$ cat src/rtl/hazard_scoreboard_if.sv
// Issue-side bus between the ID stage and the hazard scoreboard.
// The ID stage (master) presents the decoded instruction; the scoreboard
// (slave) answers with a combinational stall request.
interface hazard_scoreboard_if #(
    parameter int REG_W = 4
) ();
    logic             forward_en_i;
    logic             issue_valid_i;
    logic [REG_W-1:0] src1_i;
    logic [REG_W-1:0] src2_i;
    logic             two_src_i;
    logic             issue_wb_en_i;
    logic [REG_W-1:0] issue_dest_i;
    logic             issue_mem_read_i;
    logic             flush_i;
    logic             hazard_o;

    modport master (
        output forward_en_i,
        output issue_valid_i,
        output src1_i,
        output src2_i,
        output two_src_i,
        output issue_wb_en_i,
        output issue_dest_i,
        output issue_mem_read_i,
        output flush_i,
        input  hazard_o
    );

    modport slave (
        input  forward_en_i,
        input  issue_valid_i,
        input  src1_i,
        input  src2_i,
        input  two_src_i,
        input  issue_wb_en_i,
        input  issue_dest_i,
        input  issue_mem_read_i,
        input  flush_i,
        output hazard_o
    );
endinterface

$ cat src/rtl/hazard_scoreboard.sv
// Scoreboard hazard unit for the ID stage.
// Every issued register write loads a per-register countdown of the cycles it
// remains in flight; source operands are checked against those countdowns to
// decide whether PC/IF-ID must freeze and a bubble go into ID-EX. With
// forwarding enabled only a load still sitting in EX forces a stall.
module hazard_scoreboard #(
    parameter int REG_COUNT = 16,
    parameter int REG_W     = 4,
    parameter int LAT       = 2,
    parameter int CNT_W     = 32
) (
    input  logic                 clk,
    input  logic                 rst,
    hazard_scoreboard_if.slave   bus,
    output logic [REG_COUNT-1:0] busy_o,
    output logic [CNT_W-1:0]     stall_count_o
);

    localparam logic [2:0]       LAT3    = 3'(LAT);
    localparam logic [CNT_W-1:0] CNT_MAX = {CNT_W{1'b1}};

    logic [REG_COUNT-1:0][2:0] cnt_q;
    logic [REG_COUNT-1:0][2:0] cnt_d;
    logic [REG_COUNT-1:0]      ld_q;
    logic [REG_COUNT-1:0]      ld_d;
    logic [CNT_W-1:0]          stallCount_q;
    logic [CNT_W-1:0]          stallCount_d;

    logic [2:0] src1Cnt;
    logic [2:0] src2Cnt;
    logic       src1Ld;
    logic       src2Ld;
    logic       stall1;
    logic       stall2;
    logic       hazard;
    logic       issue;

    // Look up both source operands against pre-issue state and form the stall request.
    always_comb begin
        src1Cnt = 3'd0;
        src2Cnt = 3'd0;
        src1Ld  = 1'b0;
        src2Ld  = 1'b0;
        if (int'(bus.src1_i) < REG_COUNT) begin
            src1Cnt = cnt_q[bus.src1_i];
            src1Ld  = ld_q[bus.src1_i];
        end
        if (int'(bus.src2_i) < REG_COUNT) begin
            src2Cnt = cnt_q[bus.src2_i];
            src2Ld  = ld_q[bus.src2_i];
        end
        if (bus.forward_en_i) begin
            stall1 = src1Ld && (src1Cnt == LAT3);
            stall2 = bus.two_src_i && src2Ld && (src2Cnt == LAT3);
        end else begin
            stall1 = (src1Cnt != 3'd0);
            stall2 = bus.two_src_i && (src2Cnt != 3'd0);
        end
        hazard = bus.issue_valid_i && !bus.flush_i && (stall1 || stall2);
        issue  = bus.issue_valid_i && !hazard && !bus.flush_i && bus.issue_wb_en_i;
    end

    assign bus.hazard_o = hazard;

    // Next countdown per register: a fresh issue reloads it, otherwise it drains to zero.
    always_comb begin
        cnt_d = cnt_q;
        ld_d  = ld_q;
        for (int i = 0; i < REG_COUNT; i++) begin
            if (issue && (int'(bus.issue_dest_i) == i)) begin
                cnt_d[i] = LAT3;
                ld_d[i]  = bus.issue_mem_read_i;
            end else if (cnt_q[i] != 3'd0) begin
                cnt_d[i] = cnt_q[i] - 3'd1;
                if (cnt_q[i] == 3'd1) begin
                    ld_d[i] = 1'b0;
                end
            end
        end
    end

    // Saturating count of cycles spent stalled.
    always_comb begin
        stallCount_d = stallCount_q;
        if (hazard && (stallCount_q != CNT_MAX)) begin
            stallCount_d = stallCount_q + CNT_W'(1);
        end
    end

    // State registers; reset wins over any issue presented on the same edge.
    always_ff @(posedge clk) begin
        if (rst) begin
            cnt_q        <= '0;
            ld_q         <= '0;
            stallCount_q <= '0;
        end else begin
            cnt_q        <= cnt_d;
            ld_q         <= ld_d;
            stallCount_q <= stallCount_d;
        end
    end

    // Busy view is derived purely from the registered countdowns.
    always_comb begin
        busy_o = '0;
        for (int i = 0; i < REG_COUNT; i++) begin
            busy_o[i] = (cnt_q[i] != 3'd0);
        end
    end

    assign stall_count_o = stallCount_q;

endmodule

$ cat src/flat_wrapper.sv
// flat-port wrapper written by rule: the top's interface ports become plain ports
module hazard_scoreboard_flat 
#(
    parameter int REG_COUNT = 16,
    parameter int REG_W     = 4,
    parameter int LAT       = 2,
    parameter int CNT_W     = 32
)
  (clk, rst, busy_o, stall_count_o, bus_forward_en_i, bus_issue_valid_i, bus_src1_i, bus_src2_i, bus_two_src_i, bus_issue_wb_en_i, bus_issue_dest_i, bus_issue_mem_read_i, bus_flush_i, bus_hazard_o);
  hazard_scoreboard_if #(.REG_W(REG_W)) bus_i ();
  input  logic clk;
  input  logic rst;
  output logic [REG_COUNT-1:0] busy_o;
  output logic [CNT_W-1:0] stall_count_o;
  input wire logic [$bits(bus_i.forward_en_i)-1:0] bus_forward_en_i;
  input wire logic [$bits(bus_i.issue_valid_i)-1:0] bus_issue_valid_i;
  input wire logic [$bits(bus_i.src1_i)-1:0] bus_src1_i;
  input wire logic [$bits(bus_i.src2_i)-1:0] bus_src2_i;
  input wire logic [$bits(bus_i.two_src_i)-1:0] bus_two_src_i;
  input wire logic [$bits(bus_i.issue_wb_en_i)-1:0] bus_issue_wb_en_i;
  input wire logic [$bits(bus_i.issue_dest_i)-1:0] bus_issue_dest_i;
  input wire logic [$bits(bus_i.issue_mem_read_i)-1:0] bus_issue_mem_read_i;
  input wire logic [$bits(bus_i.flush_i)-1:0] bus_flush_i;
  output wire logic [$bits(bus_i.hazard_o)-1:0] bus_hazard_o;
  assign bus_i.forward_en_i = bus_forward_en_i;
  assign bus_i.issue_valid_i = bus_issue_valid_i;
  assign bus_i.src1_i = bus_src1_i;
  assign bus_i.src2_i = bus_src2_i;
  assign bus_i.two_src_i = bus_two_src_i;
  assign bus_i.issue_wb_en_i = bus_issue_wb_en_i;
  assign bus_i.issue_dest_i = bus_issue_dest_i;
  assign bus_i.issue_mem_read_i = bus_issue_mem_read_i;
  assign bus_i.flush_i = bus_flush_i;
  assign bus_hazard_o = bus_i.hazard_o;
  hazard_scoreboard #(.REG_COUNT(REG_COUNT), .REG_W(REG_W), .LAT(LAT), .CNT_W(CNT_W)) u_core (.clk(clk), .rst(rst), .bus(bus_i), .busy_o(busy_o), .stall_count_o(stall_count_o));
endmodule
$ cat config.mk
export PLATFORM = sky130hd
export DESIGN_NAME = hazard_scoreboard_flat
export DESIGN_NICKNAME = d
export VERILOG_FILES = /design/src/rtl/hazard_scoreboard_if.sv /design/src/rtl/hazard_scoreboard.sv /design/src/flat_wrapper.sv
export SDC_FILE = /design/constraint.sdc
export NUM_CORES = 1
export LEC_CHECK = 0
export BUFFER_PORTS_ARGS = -buffer_cell sky130_fd_sc_hd__buf_2
export CAP_MARGIN = 20
export CORE_UTILIZATION = 41
export DETAILED_ROUTE_END_ITERATION = 10
export PLACE_DENSITY = 0.67
export SETUP_SLACK_MARGIN = 0.15
export SLEW_MARGIN = 10
export SYNTH_ARGS = -nofsm -noshare
export SYNTH_HDL_FRONTEND = slang
export SYNTH_SLANG_ARGS = --single-unit
$ cat constraint.sdc
create_clock -name clk -period 4.8 [get_ports clk]
set_clock_uncertainty 0.15 [all_clocks]
set_input_delay 0.72 -clock clk [delete_from_list [all_inputs] [get_ports clk]]
set_output_delay 0.72 -clock clk [all_outputs]
set_load 0.02 [all_outputs]
; ---- Word level (Yosys, flattened, before mapping)
; Index checks and enable logic that the tools add are counted.
[op_classes]
n_addsub = 17
order_cmp = 2
eq_ne = 34
n_mux = 90
n_reduce_logical = 112
[op_table]
columns = op, n
row1 = 2-to-1 mux 2 bit, 32
row2 = nonzero test 2 bit, 32
row3 = nonzero test 3 bit, 18
row4 = 2-to-1 mux 1 bit, 52
row5 = "== test 3 x 1 -> 1 bit, second input constant", 16
row6 = "subtractor 3 x 1 -> 3 bit, second input constant", 16
row7 = "adder 32 x 1 -> 32 bit, second input constant", 1
row8 = "== test 4 bit, second input constant", 8
row9 = "!= test 32 bit, second input constant", 1
row10 = AND reduction 2 bit, 16
row11 = OR reduction 2 bit, 16
row12 = logical AND 1 bit, 26
row13 = binary-select mux 3 bit (select 4 bit), 2
row14 = "== test 4 x 3 -> 1 bit, second input constant", 4
row15 = "< comparator 4 x 5 -> 1 bit, second input constant", 2
row16 = binary-select mux 1 bit (select 4 bit), 2
row17 = "== test 4 x 2 -> 1 bit, second input constant", 2
row18 = "== test 3 x 2 -> 1 bit, second input constant", 2
row19 = 2-to-1 mux 3 bit, 2
row20 = "== test 4 x 1 -> 1 bit, second input constant", 1
row21 = logical NOT 4 bit, 1
row22 = logical NOT 1 bit, 2
row23 = logical OR 1 bit, 1
[totals]
register_bits = 96
inputBits = 20
wordCells = 304

; ---- Depth between registers and ports, before layout
[logic_depth]
ltp_word = 14
mapped_depth = 12

; ---- Least setup slack after synthesis
; OpenSTA, ideal clock, no wires.
[synth_timing]
kind = in2out
from = in bus_src1_i[2]
to = out bus_hazard_o
arrival_time_ps = 2689
required_ps = 3930
path_slack_ps = 1241
stages = 8
path_buffers = 2
path_cell_list = clkbuf_1 mux4_2 a22oi_1 o221ai_1 o221ai_1 a21o_1 clkbuf_1 inv_1
[synth_via]
elab_chain_len = 7
[synth_lines]
columns = element, line_no
row1 = from (decl), flat_wrapper.sv:17  ; input wire logic [$bits(bus_i.src1_i)-1:0] bus_src1_i;
row2 = binary-select mux 3 bit (select 4 bit), hazard_scoreboard.sv:45  ; src1Cnt = cnt_q[bus.src1_i];
row3 = 2-to-1 mux 3 bit (not written as such), hazard_scoreboard.sv:45
row4 = == test 3 x 2 -> 1 bit, hazard_scoreboard.sv:53  ; stall1 = src1Ld && (src1Cnt == LAT3);
row5 = logical AND 1 bit, hazard_scoreboard.sv:53
row6 = 2-to-1 mux 1 bit (*), hazard_scoreboard.sv:52  ; if (bus.forward_en_i) begin
row7 = logical OR 1 bit (*), hazard_scoreboard.sv:59  ; hazard = bus.issue_valid_i && !bus.flush_i && (stall1 || stall2);
row8 = logical AND 1 bit (*), hazard_scoreboard.sv:59
row9 = to (decl), flat_wrapper.sv:24  ; output wire logic [$bits(bus_i.hazard_o)-1:0] bus_hazard_o;
; Mark *: on every way between the ends. The rest lies on a longest branch, timed or not. The select of a mux whose other input is x is not followed.

; ---- Worst setup path after layout
[layout_timing]
from = in bus_src2_i[1]
to = out bus_hazard_o
[layout_via]
elab_chain_len = 7
[layout_lines]
columns = element, line_no
row1 = from (decl), flat_wrapper.sv:18  ; input wire logic [$bits(bus_i.src2_i)-1:0] bus_src2_i;
row2 = binary-select mux 3 bit (select 4 bit) / binary-select mux 1 bit (select 4 bit) (equally long branches), "hazard_scoreboard.sv:49, hazard_scoreboard.sv:50"
row3 = 2-to-1 mux 3 bit (not written as such) / 2-to-1 mux 1 bit (equally long branches), "hazard_scoreboard.sv:49, hazard_scoreboard.sv:50"
row4 = == test 3 x 2 -> 1 bit (tied with other cells), hazard_scoreboard.sv:54  ; stall2 = bus.two_src_i && src2Ld && (src2Cnt == LAT3);
row5 = logical AND 1 bit (on tied branches), "hazard_scoreboard.sv:54, hazard_scoreboard.sv:57"
row6 = 2-to-1 mux 1 bit (*), hazard_scoreboard.sv:52
row7 = logical OR 1 bit (*), hazard_scoreboard.sv:59
row8 = logical AND 1 bit (*), hazard_scoreboard.sv:59
; Marked as above.

==> reports/results.ini <==
[clock_network]
cts.sinks=96
cts_hold_buf=0
clk_pin_slew_ns=0.07
cts_made_buffers=9
cts_resized=0
clock_latency_ns=0.35
htreeDepth=3
post_cts_buffers=0
clockRootBuffer=clkbuf_16
cts_buffer_depth=2
cts_tree=built

[logic_synthesis]
synth_area_um2=5930
synth_cell_types=52
ys_async_sr_fraction_pct=0
synth_fp_nets=724
yosysSeqAreaShare_pct=32.4
synth_top_cell_by_area=dfxtp_1
synth_edf_count=0
ys_warn_count=0
syn_inst=687
ys_seq_elements=96
synth_top_area_share_pct=32.4
avgSynthCellArea_um2=8.63
synthFlopType=dfxtp_1
synth_area_leaders=dfxtp_1, mux4_2, nor2_1

[floorplan]
core_area_um2=14000
rows=43
io_pins=69
initial_core_util_pct=42.4
dieArea_um2=14900
fp.dieW_um=122
die_y_um=122

[final_layout]
layout_commonest_cell=nor2_1
layout_common_cells=nor2_1, dfxtp_1, buf_2
drive_above_1_share_pct=21.3
area_delta_synth_final_pct=13.1
diodes=0
nNetsFinal=775

[route]
routed_wl_mm=15.5
viasPerCell=5.86
final_antenna_net_count=0
drt-initial-drc-count=405
drc=0
dr.pass1.iters=5
wire_per_inst_um=16.9
dr_total_vias=5405

[worst_setup_path]
r2r_setup_slack_ns=1.59
critical_path_class=input port to primary output
worst_r2r_path_depth=9
required_ns=3.93
end_kind=primary output
regToRegEndpoint=u_core.stall_count_o[11]
cp-start-kind=input port
crit_path_max_fanout=42
arrival_ns=3.15
timing.rr.start=u_core.cnt_q[15]

[timing]
fin_crit_sh_pct=83.8
report.final.slew_viol_count=0
finalSetupViolations=0
whs_ns=0.358
hold_violations=0
max_slew_margin_pct=42.8
fmax_mhz=249
finalCriticalPeriod_ns=4.02
tns_ns=0
tightest_slew_ns=0.858
rsz0062_at_grt=no

[hold_path]
worstHoldPathType=flop to flop
whs_endpoint=u_core.ld_q[12]
min_from=u_core.ld_q[12]
whs_path_depth=2

[placement]
dp_hpwl_mm=11.3
port_buffers=68
gp_congestion=0.900

[grt]
grt_max_degree=88
grt_pass1_vias=5135
antenna_found_initial=1
grt_overflow=0
grt_pass1_wl_mm=25.0
track_usage_pct=21.4

[status]
status=finished, final reports clean

[pwr]
peakVddDrop_uv=243
p_leak_nw=2.62
power_mw=3.10
power.density_nw_per_um2=462

[flow_run]
max_cap_viol_count=0

## registers in the layout, indices dropped and copies added (netlist names)
register and count:
u_core.ld_q 16, u_core.cnt_q 48, u_core.stall_count_o 32
## synthesized netlist by cell type (5+ instances only)
| cell type | count |
|---|---|
| buf_2 | 10 |
| nor2b_1 | 23 |
| ha_1 | 17 |
| and2_1 | 5 |
| or3_1 | 8 |
| a211oi_1 | 26 |
| nand4_1 | 11 |
| mux2_1 | 9 |
| o21ai_0 | 24 |
| a21oi_1 | 23 |
| nand2_1 | 30 |
| mux2i_1 | 5 |
| nor4_2 | 8 |
| mux4_2 | 21 |
| dfxtp_1 | 96 |
| a311oi_1 | 15 |
| clkbuf_1 | 21 |
| xor2_1 | 16 |
| nor2_1 | 111 |
| nand3_1 | 21 |
| nor3_1 | 23 |
| a31oi_1 | 14 |
| mux2_2 | 32 |
| inv_1 | 54 |
| or4_1 | 20 |
## how the worst max path moves through the flow
| stage | endpoint | startpoint | slack, ns |
|---|---|---|---|
| 2_1_floorplan | bus_hazard_o | bus_src1_i[2] | 1.24 |
| 3_3_place_gp | bus_hazard_o | bus_src2_i[1] | 0.87 |
| 3_5_place_dp | bus_hazard_o | bus_src2_i[1] | 0.78 |
| 4_1_cts | bus_hazard_o | bus_src2_i[1] | 0.81 |
| 5_1_grt | bus_hazard_o | bus_src2_i[1] | 0.65 |
| 6_report | bus_hazard_o | bus_src2_i[1] | 0.78 |
## stage by stage
stage	util [%]	cells	worst slack [ns]	instance area, um2
floorplan	-	687	1.24	5930
global placement	45.7	907	0.867	6390
detailed placement	45.7	907	0.781	6390
CTS	48.0	922	0.809	6710
global route	48.0	922	0.654	6710
finish	48.0	922	0.776	6710
## power by group
group,switching [mW],internal (mW),total (mW)
clock,0.309,0.482,0.791
combinational,0.725,0.491,1.22
sequential,0.173,0.920,1.09
## logic make-up (layout without fill, tap and decap cells)
family / after synthesis / after routing / synth area share (%)
compound gates: 119 / 119 / 13.4
xor+xnor: 16 / 16 / 2.36
fa+ha+maj: 17 / 17 / 3.59
buf+inv: 89 / 144 / 6.22
flops: 96 / 96 / 32.4
mux: 69 / 69 / 17.5
simple gates: 281 / 281 / 24.5
## area by class of cell
type,count,area [um2]
fill,1302,7280
multi-input combinational,502,3640
tap,180,225
inverter,54,203
clock inverter,3,65.1
sequential,96,1920
clock buffer,12,256
timing repair buffer,75,395
## critical path, cell delays in order
cell	delay (ns)
buf_2	0.31
mux4_1	0.61
mux2_2	0.27
o41ai_1	0.27
a211o_1	0.20
a21o_1	0.15
buf_4	0.39
inv_1	0.06
buf_2	0.17
## layer usage
metal	part of all wire (%)	vias to the layer above	GRT usage (%)	routed length, um
met4	2.9	2	9.83	458
met3	6.1	35	4.37	950
met1	43	2608	27.1	6630
met5	0.064	-	0	10
met2	48	163	35.1	7500
li1	-	2597	-	-
Note: power is estimated with default switching activity, not from simulation.
